==> src/rtl/serial_read_buffer_pkg.sv <==
// Shared definitions for the serial read/write buffer pair: state numbering
// and the counter-width rule.
package serial_read_buffer_pkg;

  localparam logic [1:0] STATE_IDLE  = 2'd0;
  localparam logic [1:0] STATE_READ  = 2'd1;
  localparam logic [1:0] STATE_RESET = 2'd2;

  typedef enum logic [1:0] {
    ST_IDLE  = STATE_IDLE,
    ST_READ  = STATE_READ,
    ST_RESET = STATE_RESET
  } state_e;

  // Counter must be able to hold the value buf_size itself, not just buf_size-1.
  function automatic int ctr_width(input int buf_size);
    return $clog2(buf_size + 1);
  endfunction

endpackage

==> src/rtl/serial_read_buffer_if.sv <==
// Parallel/serial handshake bundle between the bit-timing generator, the
// read buffer and the word consumer.
interface serial_read_buffer_if #(
  parameter int BUF_SIZE = 8
);
  logic                start;
  logic                abort;
  logic                read_sig;
  logic                data_in;
  logic [BUF_SIZE-1:0] data_out;
  logic                done_sig;

  modport master (
    output start, abort, read_sig, data_in,
    input  data_out, done_sig
  );

  modport slave (
    input  start, abort, read_sig, data_in,
    output data_out, done_sig
  );
endinterface

==> src/rtl/serial_read_buffer.sv <==
// Deserialises BUF_SIZE bits MSB first, one per read_sig strobe; word and done_sig
// update one edge after the last sample. No backpressure: strobes outside a sequence are dropped.
module serial_read_buffer
  import serial_read_buffer_pkg::*;
#(
  parameter int BUF_SIZE = 8
) (
  input  logic                  sys_clk,
  input  logic                  rst,
  serial_read_buffer_if.slave   bus
);

  localparam int CTR_SIZE = ctr_width(BUF_SIZE);

  state_e              state_q,    state_d;
  logic [BUF_SIZE-1:0] read_buf_q, read_buf_d;
  logic [CTR_SIZE-1:0] buf_ctr_q,  buf_ctr_d;
  logic [BUF_SIZE-1:0] data_out_q, data_out_d;
  logic                done_q,     done_d;

  always_comb begin
    state_d    = state_q;
    read_buf_d = read_buf_q;
    buf_ctr_d  = buf_ctr_q;
    data_out_d = data_out_q;
    done_d     = done_q;
    case (state_q)
      ST_RESET: begin
        read_buf_d = '0;
        buf_ctr_d  = '0;
        done_d     = 1'b1;
        state_d    = ST_IDLE;
      end
      ST_IDLE: begin
        if (bus.start) begin
          done_d     = 1'b0;
          read_buf_d = '0;
          buf_ctr_d  = '0;
          state_d    = ST_READ;
        end
      end
      ST_READ: begin
        // Abort outranks completion so a cancelled word never reaches data_out.
        if (bus.abort) begin
          done_d  = 1'b1;
          state_d = ST_IDLE;
        end else if (buf_ctr_q == CTR_SIZE'(BUF_SIZE)) begin
          data_out_d = read_buf_q;
          done_d     = 1'b1;
          state_d    = ST_IDLE;
        end else if (bus.read_sig) begin
          read_buf_d = {read_buf_q[BUF_SIZE-2:0], bus.data_in};
          buf_ctr_d  = buf_ctr_q + CTR_SIZE'(1);
        end
      end
      default: begin
        done_d  = 1'b0;
        state_d = ST_RESET;
      end
    endcase
  end

  always_ff @(posedge sys_clk or posedge rst) begin
    if (rst) begin
      state_q    <= ST_RESET;
      read_buf_q <= '0;
      buf_ctr_q  <= '0;
      data_out_q <= '0;
      done_q     <= 1'b0;
    end else begin
      state_q    <= state_d;
      read_buf_q <= read_buf_d;
      buf_ctr_q  <= buf_ctr_d;
      data_out_q <= data_out_d;
      done_q     <= done_d;
    end
  end

  assign bus.data_out = data_out_q;
  assign bus.done_sig = done_q;

endmodule
==> src/flat_wrapper.sv <==
// flat-port wrapper written by rule: the top's interface ports become plain ports
module serial_read_buffer_flat import serial_read_buffer_pkg::*;
#(
  parameter int BUF_SIZE = 8
)
  (sys_clk, rst, bus_start, bus_abort, bus_read_sig, bus_data_in, bus_data_out, bus_done_sig);
  serial_read_buffer_if #(.BUF_SIZE(BUF_SIZE)) bus_i ();
  input  logic sys_clk;
  input  logic rst;
  input wire logic [$bits(bus_i.start)-1:0] bus_start;
  input wire logic [$bits(bus_i.abort)-1:0] bus_abort;
  input wire logic [$bits(bus_i.read_sig)-1:0] bus_read_sig;
  input wire logic [$bits(bus_i.data_in)-1:0] bus_data_in;
  output wire logic [$bits(bus_i.data_out)-1:0] bus_data_out;
  output wire logic [$bits(bus_i.done_sig)-1:0] bus_done_sig;
  assign bus_i.start = bus_start;
  assign bus_i.abort = bus_abort;
  assign bus_i.read_sig = bus_read_sig;
  assign bus_i.data_in = bus_data_in;
  assign bus_data_out = bus_i.data_out;
  assign bus_done_sig = bus_i.done_sig;
  serial_read_buffer #(.BUF_SIZE(BUF_SIZE)) u_core (.sys_clk(sys_clk), .rst(rst), .bus(bus_i));
endmodule
==> config.mk <==
export PLATFORM = sky130hd
export DESIGN_NAME = serial_read_buffer_flat
export DESIGN_NICKNAME = d
export VERILOG_FILES = /design/src/rtl/serial_read_buffer_pkg.sv /design/src/rtl/serial_read_buffer_if.sv /design/src/rtl/serial_read_buffer.sv /design/src/flat_wrapper.sv
export SDC_FILE = /design/constraint.sdc
export NUM_CORES = 1
export LEC_CHECK = 0
export ABC_AREA = 1
export CORE_AREA = 2 2 52 54
export CTS_CLUSTER_DIAMETER = 120
export CTS_CLUSTER_SIZE = 28
export DETAILED_ROUTE_END_ITERATION = 12
export DIE_AREA = 0 0 54 56
export MAX_ROUTING_LAYER = met4
export PLACE_DENSITY = 0.8
export SLEW_MARGIN = 20
export SYNTH_ARGS = -nofsm -noshare
export SYNTH_HDL_FRONTEND = slang
export SYNTH_SLANG_ARGS = --single-unit
==> constraint.sdc <==
create_clock -name sys_clk -period 1.3 [get_ports sys_clk]
set_input_delay 0.26 -clock sys_clk [delete_from_list [all_inputs] [get_ports sys_clk]]
set_output_delay 0.26 -clock sys_clk [all_outputs]
set_load 0.1 [all_outputs]
Word-level counts from Yosys, hierarchy flattened. Index checks and enable logic that the tools add are counted.

Register bits after elaboration: 23. Bits of input ports: 6. Output and inout bits: 9. Logic and storage cells: 38.

$add $sub $neg: 1. Equality and inequality tests: 8. Mux-type cells: 18. Bitwise operators: 1. Reductions and logical operators: 5.

Operator list (count): $mux 8 (4); $pmux 8 s3 (1); $mux 4 (4); $pmux 4 s3 (1); $ne 2x2->1 const B (4); $mux 2 (3); $pmux 2 s3 (1); $reduce_and 5->1 (1); $add 4x1->4 const B (1); $eq 4x4->1 const B (1); $mux 1 (3); $ne 3x2->1 const B (1); $pmux 1 s3 (1); $reduce_and 3->1 (1); $reduce_bool 3->1 (1); $eq 2x1->1 const B (1); $eq 2x2->1 const B (1); $logic_not 2->1 (1); $reduce_and 2->1 (1); $not 1->1 (1).

Depth between registers and ports, before layout. Gate-level depths: netlist of the first run.

Depth after elaboration: 5. Gate-level depth with buffers: 9. Gate-level depth less buffers: 8.

Worst setup path before layout of the first run. OpenSTA, ideal clock, no wires.

Path type: register -> register. Start point: register u_core.state_q[1]. End point: register u_core.buf_ctr_q[0]. Setup time: 0.117 ns. Arrival time: 1.301 ns. Data required time: 1.183 ns. Path slack: -0.119 ns. Stages on the path, launching flop included: 10. Path buffers: 1. Clock period less this slack: 1.419 ns. Path through: dfstp_2 -> inv_1 -> ha_1 -> inv_2 -> nor2_1 -> nor2_2 -> nand2_2 -> buf_4 -> nand2_1 -> nand2_1.

Word-level cells in the longest chain between the ends: 3. Elaborated cells between the ends (all ways): 10. Classes of those cells: 6 x eq/ne; 1 x mux; 3 x reduce/logical.

Ends and longest elaborated chain: start, declared (line serial_read_buffer.sv:15) `state_e state_q, state_d;`; start signal, assigned (line serial_read_buffer.sv:71) `state_q <= state_d;`; $eq 2x1->1, or another cell as far along (line serial_read_buffer.sv:27) `case (state_q)`; $ne 2x2->1 (no line) / $reduce_bool 3->1 (equally long branches); $reduce_and 5->1 (no line); end signal, assigned (line serial_read_buffer.sv:73) `buf_ctr_q <= buf_ctr_d;`; end, declared (line serial_read_buffer.sv:17) `logic [CTR_SIZE-1:0] buf_ctr_q, buf_ctr_d;`.

Parallel ways exist; a longest one is shown, timed or not. A chain may end at the register's enable or synchronous reset.

Worst setup path in the final report of the first run.
Start point: register u_core.state_q[1]. End point: register u_core.buf_ctr_q[3].

The elaborated chain is that of the path after synthesis.

==> results of run 1 <==
==> state kept, by name, summed over array words and instances, names as in the netlist <==
name / count
u_core.bus.data_out: 8
u_core.read_buf_q: 8
u_core.buf_ctr_q: 4
u_core.state_q: 2
u_core.bus.done_sig: 1
==> through the flow <==
step / utilization / hold slack (ns) / TNS [ns] / setup WS [ns] / cell area, µm²
2_1_floorplan: - / 0.2612 / -0.7865 / -0.07626 / 1146
3_3_place_gp: 0.6080 / 0.4616 / -2.122 / -0.1460 / 1479
3_5_place_dp: 0.6080 / 0.4672 / -3.048 / -0.2130 / 1479
4_1_cts: 0.6394 / 0.2804 / -0.6258 / -0.06228 / 1555
5_1_grt: 0.6682 / 0.2952 / -2.157 / -0.1638 / 1625
6_report: 0.6682 / 0.2662 / -0.6550 / -0.1154 / 1625
==> cell families after synthesis <==
logic type / synth area share
and+or+nand+nor: 0.3289
DFF: 0.5139
buffers and inverters: 0.07134
AOI/OAI and AO/OA: 0.03009
adders and majority gates: 0.05574
==> routing by layer <==
layer,GRT usage,wire length (µm),part of all wire
met3,0.03226,120,0.048
met2,0.3049,1316,0.53
met5,-,0,0
met4,0.06071,48,0.019
met1,0.2096,999,0.40
==> final timing paths <==
kind                            depth (start not counted)                            endpoint                              from
min in group sys_clk                                    2  u_core.bus.data_out[7]$_DFFE_PP0P_  u_core.read_buf_q[7]$_DFFE_PP0P_
worst max-delay path                                    8     u_core.buf_ctr_q[3]$_DFFE_PP0P_     u_core.state_q[1]$_DFFE_PP1P_
max in group asynchronous                               3       u_core.state_q[1]$_DFFE_PP1P_                               rst
worst min register to register                          2  u_core.bus.data_out[7]$_DFFE_PP0P_  u_core.read_buf_q[7]$_DFFE_PP0P_
worst max register to register                          8     u_core.buf_ctr_q[3]$_DFFE_PP0P_     u_core.state_q[1]$_DFFE_PP1P_
worst min-delay path                                    3  u_core.bus.data_out[0]$_DFFE_PP0P_                               rst
==> where the power goes <==
group,switching (µW),internal [µW]
Combinational,578,396
Clock,206,120
Sequential,67.6,778
==> cell type report <==
cell class	count	area (µm²)
inverters	13	51.30
well taps	30	37.54
fillers	185	807.0
clock buffers	4	26.28
flip-flops and latches	23	578.1
multi-input cells	91	580.6
repair buffers	27	351.6
==> cell usage in the layout, fill, tap and decap left out <==
cell type / count
o21ai_0: 1
ha_4: 3
clkbuf_4: 3
dfrtp_1: 21
a21oi_1: 1
o21ai_4: 1
clkdlybuf4s50_1: 5
clkbuf_1: 1
inv_1: 5
dfrtp_2: 1
inv_4: 1
buf_4: 9
inv_2: 7
nand2_1: 39
dfstp_2: 1
buf_6: 3
nand2_2: 10
nand3_1: 8
nor2_2: 1
ha_1: 2
nand4_1: 12
o21ai_1: 3
nor2_4: 4
nand2_4: 3
nand3_2: 3
buf_12: 10
==> tightest hold or removal path, delay by kind of cell <==
kind	cells	cell delay [ns]
buffers and inverters	3	0.68
==> what timing repair did <==
action,4_1_cts,5_1_grt
gates cloned,0,0
pin swaps,10,6
resized for setup,11,19
setup endpoints to repair,23,23
buffers inserted,0,1
==> flow_summary.yaml, run 1 <==
placement:
  dp_cells: 183
  port-buffer-count: 14
  place_congestion: 0.7562
  hpwlAfterDp_um: 1661
critical_path:
  cp.arrival_ns: 1.68
  max_stage_delay_ns: 0.55
  crit_fanout: 4
  cp.required_ns: 1.56
  cp_slowest_cell: "dfstp_2"
  cp-end-kind: "flip-flop"
  crit_buf_inv: 3
  critical_path_class: "flip-flop to flip-flop"
  rrSetupSlack_ns: -0.12
  cp-start-kind: "flip-flop"
  cp_top_family: "flip-flops"
  cp_cell_sequence: "inv_2, ha_4, inv_4, nor2_2, nor2_4, buf_4, nand4_1, nand2_1"
global_route:
  grt_pass1_wl_um: 4029
  antenna_found_initial: 0
  grt_usage: 0.1803
  grt_overflow: 0
  first_global_vias: 967
  grt_start_max_net_pins: 24
timing:
  setup_ws_ns: -0.1154
  rsz0062_at_grt: "yes"
  tightest_slew_ns: 0.2936
  finalCriticalPeriod_ns: 1.415
  slew_violations: 0
  max_slew_margin: 0.8043
  max_freq_mhz: 706.5
  finalCritPeriodShare: 1.089
  hold_viol: 0
  finalClockSkew_ns: 0.005454
  setup_viol: 12
cts:
  clock_latency_ns: 0.32
  ctsLongestPathBuffers: 2
  cts-root-buf: "clkbuf_4"
  numCtsBuffers: 3
  clock_sinks: 23
  tritoncts: "done"
  clk_pin_slew_ns: 0.12
  cts_hold_buf: 0
  cts-htree-levels: 1
yosys:
  ys.flop_type: "dfrtp_1"
  syn_nets: 143
  synth.distinct_cells: 19
  synthTopCellsByArea: "dfrtp_1 (49%), nand2_1 (17%), nand4_1 (6.7%)"
  synth-warning-count: 0
  yosysSeqAreaShare: 0.5139
  ys_seq_elements: 23
  synth_common_cells: "nand2_1 (50), dfrtp_1 (22), nand4_1 (12)"
  async_flop_share: 1.000
  synthCells: 132
  netlist_area_mm2: 0.001122
  syn_area_per_cell_um2: 8.502
  synth_top_area_share: 0.4905
  synth-edff-count: 0
  yosys.area.top_type: "dfrtp_1"
  yosysMostFrequentCell: "nand2_1"
die:
  start_util: 0.4614
  rows: 18
  die-width_um: 54
  io_pins: 15
  design.die.area_mm2: 0.003024
  die_h_um: 56
  core_area_mm2: 0.002432
flow_run:
  maxCapViolCount: 0
finish:
  layout.nets: 170
  drive_gt1_frac: 0.3797
  syn2layout_area_growth_pct: 44.82
  antenna-diode-count: 0
  finalNonFillerCells: 188
drt:
  drc_errors: 0
  routed_via_density: 5.186
  finalWirelength_um: 2484
  drtPass1Iterations: 4
  first_iter_violations: 35
  vias: 975
  final_antenna_net_count: 0
  wl_per_cell_um: 13.21
pwr:
  ir_drop_v: 0.001278
  power.density_mw_per_mm2: 1321
  p_leak_uw: 0.0008108
  power.total_uw: 2147
outcome:
  failed_checks: "setup timing"
  status: "complete, but fails checks"
hold_path:
  hold_path_class: "input port to asynchronous set/reset pin"
Power figures use the tool's default switching activity.
==> run 2: changes to the inputs <==
Settings changed: CAP_MARGIN set to 0.
==> results of run 2 <==
No change in the layout: final DEF, timing and power equal those of run 1.
==> run 3: changes to the inputs <==
Settings changed: CELL_PAD_IN_SITES_DETAIL_PLACEMENT set to 1, CELL_PAD_IN_SITES_GLOBAL_PLACEMENT set to 2, CORE_AREA 2 2 52 54 to 2 2 47 93, DIE_AREA 0 0 54 56 to 0 0 49 95, PLACE_DENSITY 0.8 to 0.81.
==> run 3 against run 2 <==
  * The flow still finishes with violations (setup timing)
  * Clock power up 43%
  * Hold slack better by 0.049 ns
  * Global-route usage down 3.9 points
  * Critical path depth unchanged
  * Setup slack better by 0.037 ns
  * Maximum frequency up 2.7%
  * Combinational power up 21%
  * Routed wire length up 18%
  * Via count up 4.9%
  * Die area up 54%
  * Clock skew up 0.00085 ns
  * Critical path type unchanged
  * Largest cell class is now registers
  * Largest power group unchanged
==> flow_summary.yaml, run 3 (synthesis results as in run 1) <==
pwr:
  power.density_mw_per_mm2: 1393
  intPower_uw: 1527
  power_frac_comb: 0.473
  swShare: 0.3857
  ir_drop_v: 0.001134
  p_sw_uw: 959.0
  power.total_uw: 2487
  pwr-share-clk: 0.187
  p_seq_frac: 0.339
  p_leak_uw: 0.0008883
die:
  start_util: 0.2802
  core_area_mm2: 0.004005
  design.die.area_mm2: 0.004655
  rows: 33
  die_h_um: 95
  io_pins: 15
  die-width_um: 49
cts:
  clk_pin_slew_ns: 0.09
  cts_hold_buf: 0
  ctsLongestPathBuffers: 2
  cts-htree-levels: 1
  tritoncts: "done"
  clock_latency_ns: 0.27
  clock_sinks: 23
  cts-root-buf: "clkbuf_8"
  numCtsBuffers: 3
finish:
  finalNonFillerCells: 224
  final_common_cell: "nand2_1"
  multi_input_area_um2: 575.6
  syn2layout_area_growth_pct: 59.09
  drive_gt1_frac: 0.4186
  layout.nets: 184
  layout_common_cells: "nand2_1 (48), buf_4 (21), dfrtp_1 (21), nand4_1 (12), buf_12 (10)"
  seq_area_um2: 578.1
  fill_cells: 478
  antenna-diode-count: 0
flow_run:
  maxCapViolCount: 0
drt:
  vias: 1023
  wl_per_cell_um: 13.10
  final_antenna_net_count: 0
  first_iter_violations: 4
  routed_via_density: 4.567
  finalWirelength_um: 2934
  drtPass1Iterations: 3
  drc_errors: 0
critical_path:
  cp.required_ns: 1.51
  critical_path_class: "flip-flop to flip-flop"
  cp-start-kind: "flip-flop"
  cp-end-kind: "flip-flop"
  cp.arrival_ns: 1.59
  crit_fanout: 8
  rrSetupSlack_ns: -0.08
outcome:
  failed_checks: "setup timing"
  status: "complete, but fails checks"
timing:
  max_slew_margin: 0.8507
  finalClockSkew_ns: 0.006306
  slew_violations: 0
  max_freq_mhz: 725.5
  rsz0062_at_grt: "yes"
  hold_viol: 0
  setup_viol: 13
  setup_ws_ns: -0.07835
  finalCriticalPeriod_ns: 1.378
  finalCritPeriodShare: 1.060
  whs_ns: 0.3153
  tightest_slew_ns: 0.2239
placement:
  place_congestion: 0.7975
  pre_cts_ws_ns: -0.1840
  hpwlAfterDp_um: 2115
  port-buffer-count: 14
  dp_cells: 216
global_route:
  grt_overflow: 0
  first_global_vias: 1096
  antenna_found_initial: 0
  grt_start_max_net_pins: 24
  grt_usage: 0.1417
  grt_pass1_wl_um: 5064
hold_path:
  hold_path_class: "input port to asynchronous set/reset pin"
## run 3: cell count changes in the layout (fill, tap and decap cells not counted), moves of 2 or more
cell      before  now
clkbuf_8       0    3
buf_4          9   21
nand3_1        8    4
nand2_2       10    1
inv_4          1    3
clkbuf_4       3    0
nand3_2        3    7
nand2_1       39   48
buf_6          3    5
## run 3: path summary, 6_finish.rpt
kind | from | to | cells after the start
max | u_core.state_q[1]$_DFFE_PP1P_ | u_core.read_buf_q[6]$_DFFE_PP0P_ | 8
min | rst | u_core.bus.data_out[5]$_DFFE_PP0P_ | 3
max reg2reg | u_core.state_q[1]$_DFFE_PP1P_ | u_core.read_buf_q[6]$_DFFE_PP0P_ | 8
min reg2reg | u_core.read_buf_q[7]$_DFFE_PP0P_ | u_core.read_buf_q[7]$_DFFE_PP0P_ | 2
max in group asynchronous | rst | u_core.state_q[1]$_DFFE_PP1P_ | 3
min in group sys_clk | u_core.read_buf_q[7]$_DFFE_PP0P_ | u_core.read_buf_q[7]$_DFFE_PP0P_ | 2
## run 3: metal layers
| layer | GRT usage | share of wire |
|---|---|---|
| met2 | 0.2523 | 0.54 |
| met5 | - | 0 |
| met3 | 0.02057 | 0.024 |
| met1 | 0.1718 | 0.43 |
| met4 | 0.02143 | 0 |
## run 3: metrics by stage
stage	setup TNS [ns]	area (µm²)	util
after detailed placement	-3.520	1589	0.3968
after global routing	-2.106	1785	0.4458
after CTS	-1.098	1689	0.4217
after global placement	-2.756	1589	0.3968
final	-0.7322	1785	0.4458
after floorplan	-0.7865	1146	-
## run 3: final cells by class
cell class | instances | share of cell area
Sequential cell | 23 | 0.3238
Inverter | 13 | 0.03153
Tap cell | 52 | 0.03644
Timing Repair Buffer | 41 | 0.2600
Clock buffer | 3 | 0.02313
Clock inverter | 1 | 0.002803
Multi-Input combinational cell | 91 | 0.3224
## run 3: timing repair
action	CTS	global route
setup endpoints to repair	23	23
gates resized for setup	12	18
setup buffers	1	4
pin swaps	8	11
## run 3: critical path, cell delays in order (launching register included)
cell and delay, ns:
dfstp_2 0.57, inv_4 0.05, ha_4 0.15, inv_4 0.05, nor2_2 0.04, nor2_4 0.13
buf_6 0.15, nand4_1 0.09, nand2_1 0.08
## run 3: power groups by stage
| stage | logic (µW) | clock network (µW) | registers [µW] |
|---|---|---|---|
| final | 1180 | 466 | 844 |
| after global routing | 1290 | 496 | 856 |
| after CTS | 1050 | 477 | 834 |
| after detailed placement | 962 | 0 | 844 |
| after global placement | 942 | 0 | 840 |
| after floorplan | 458 | 0 | 941 |
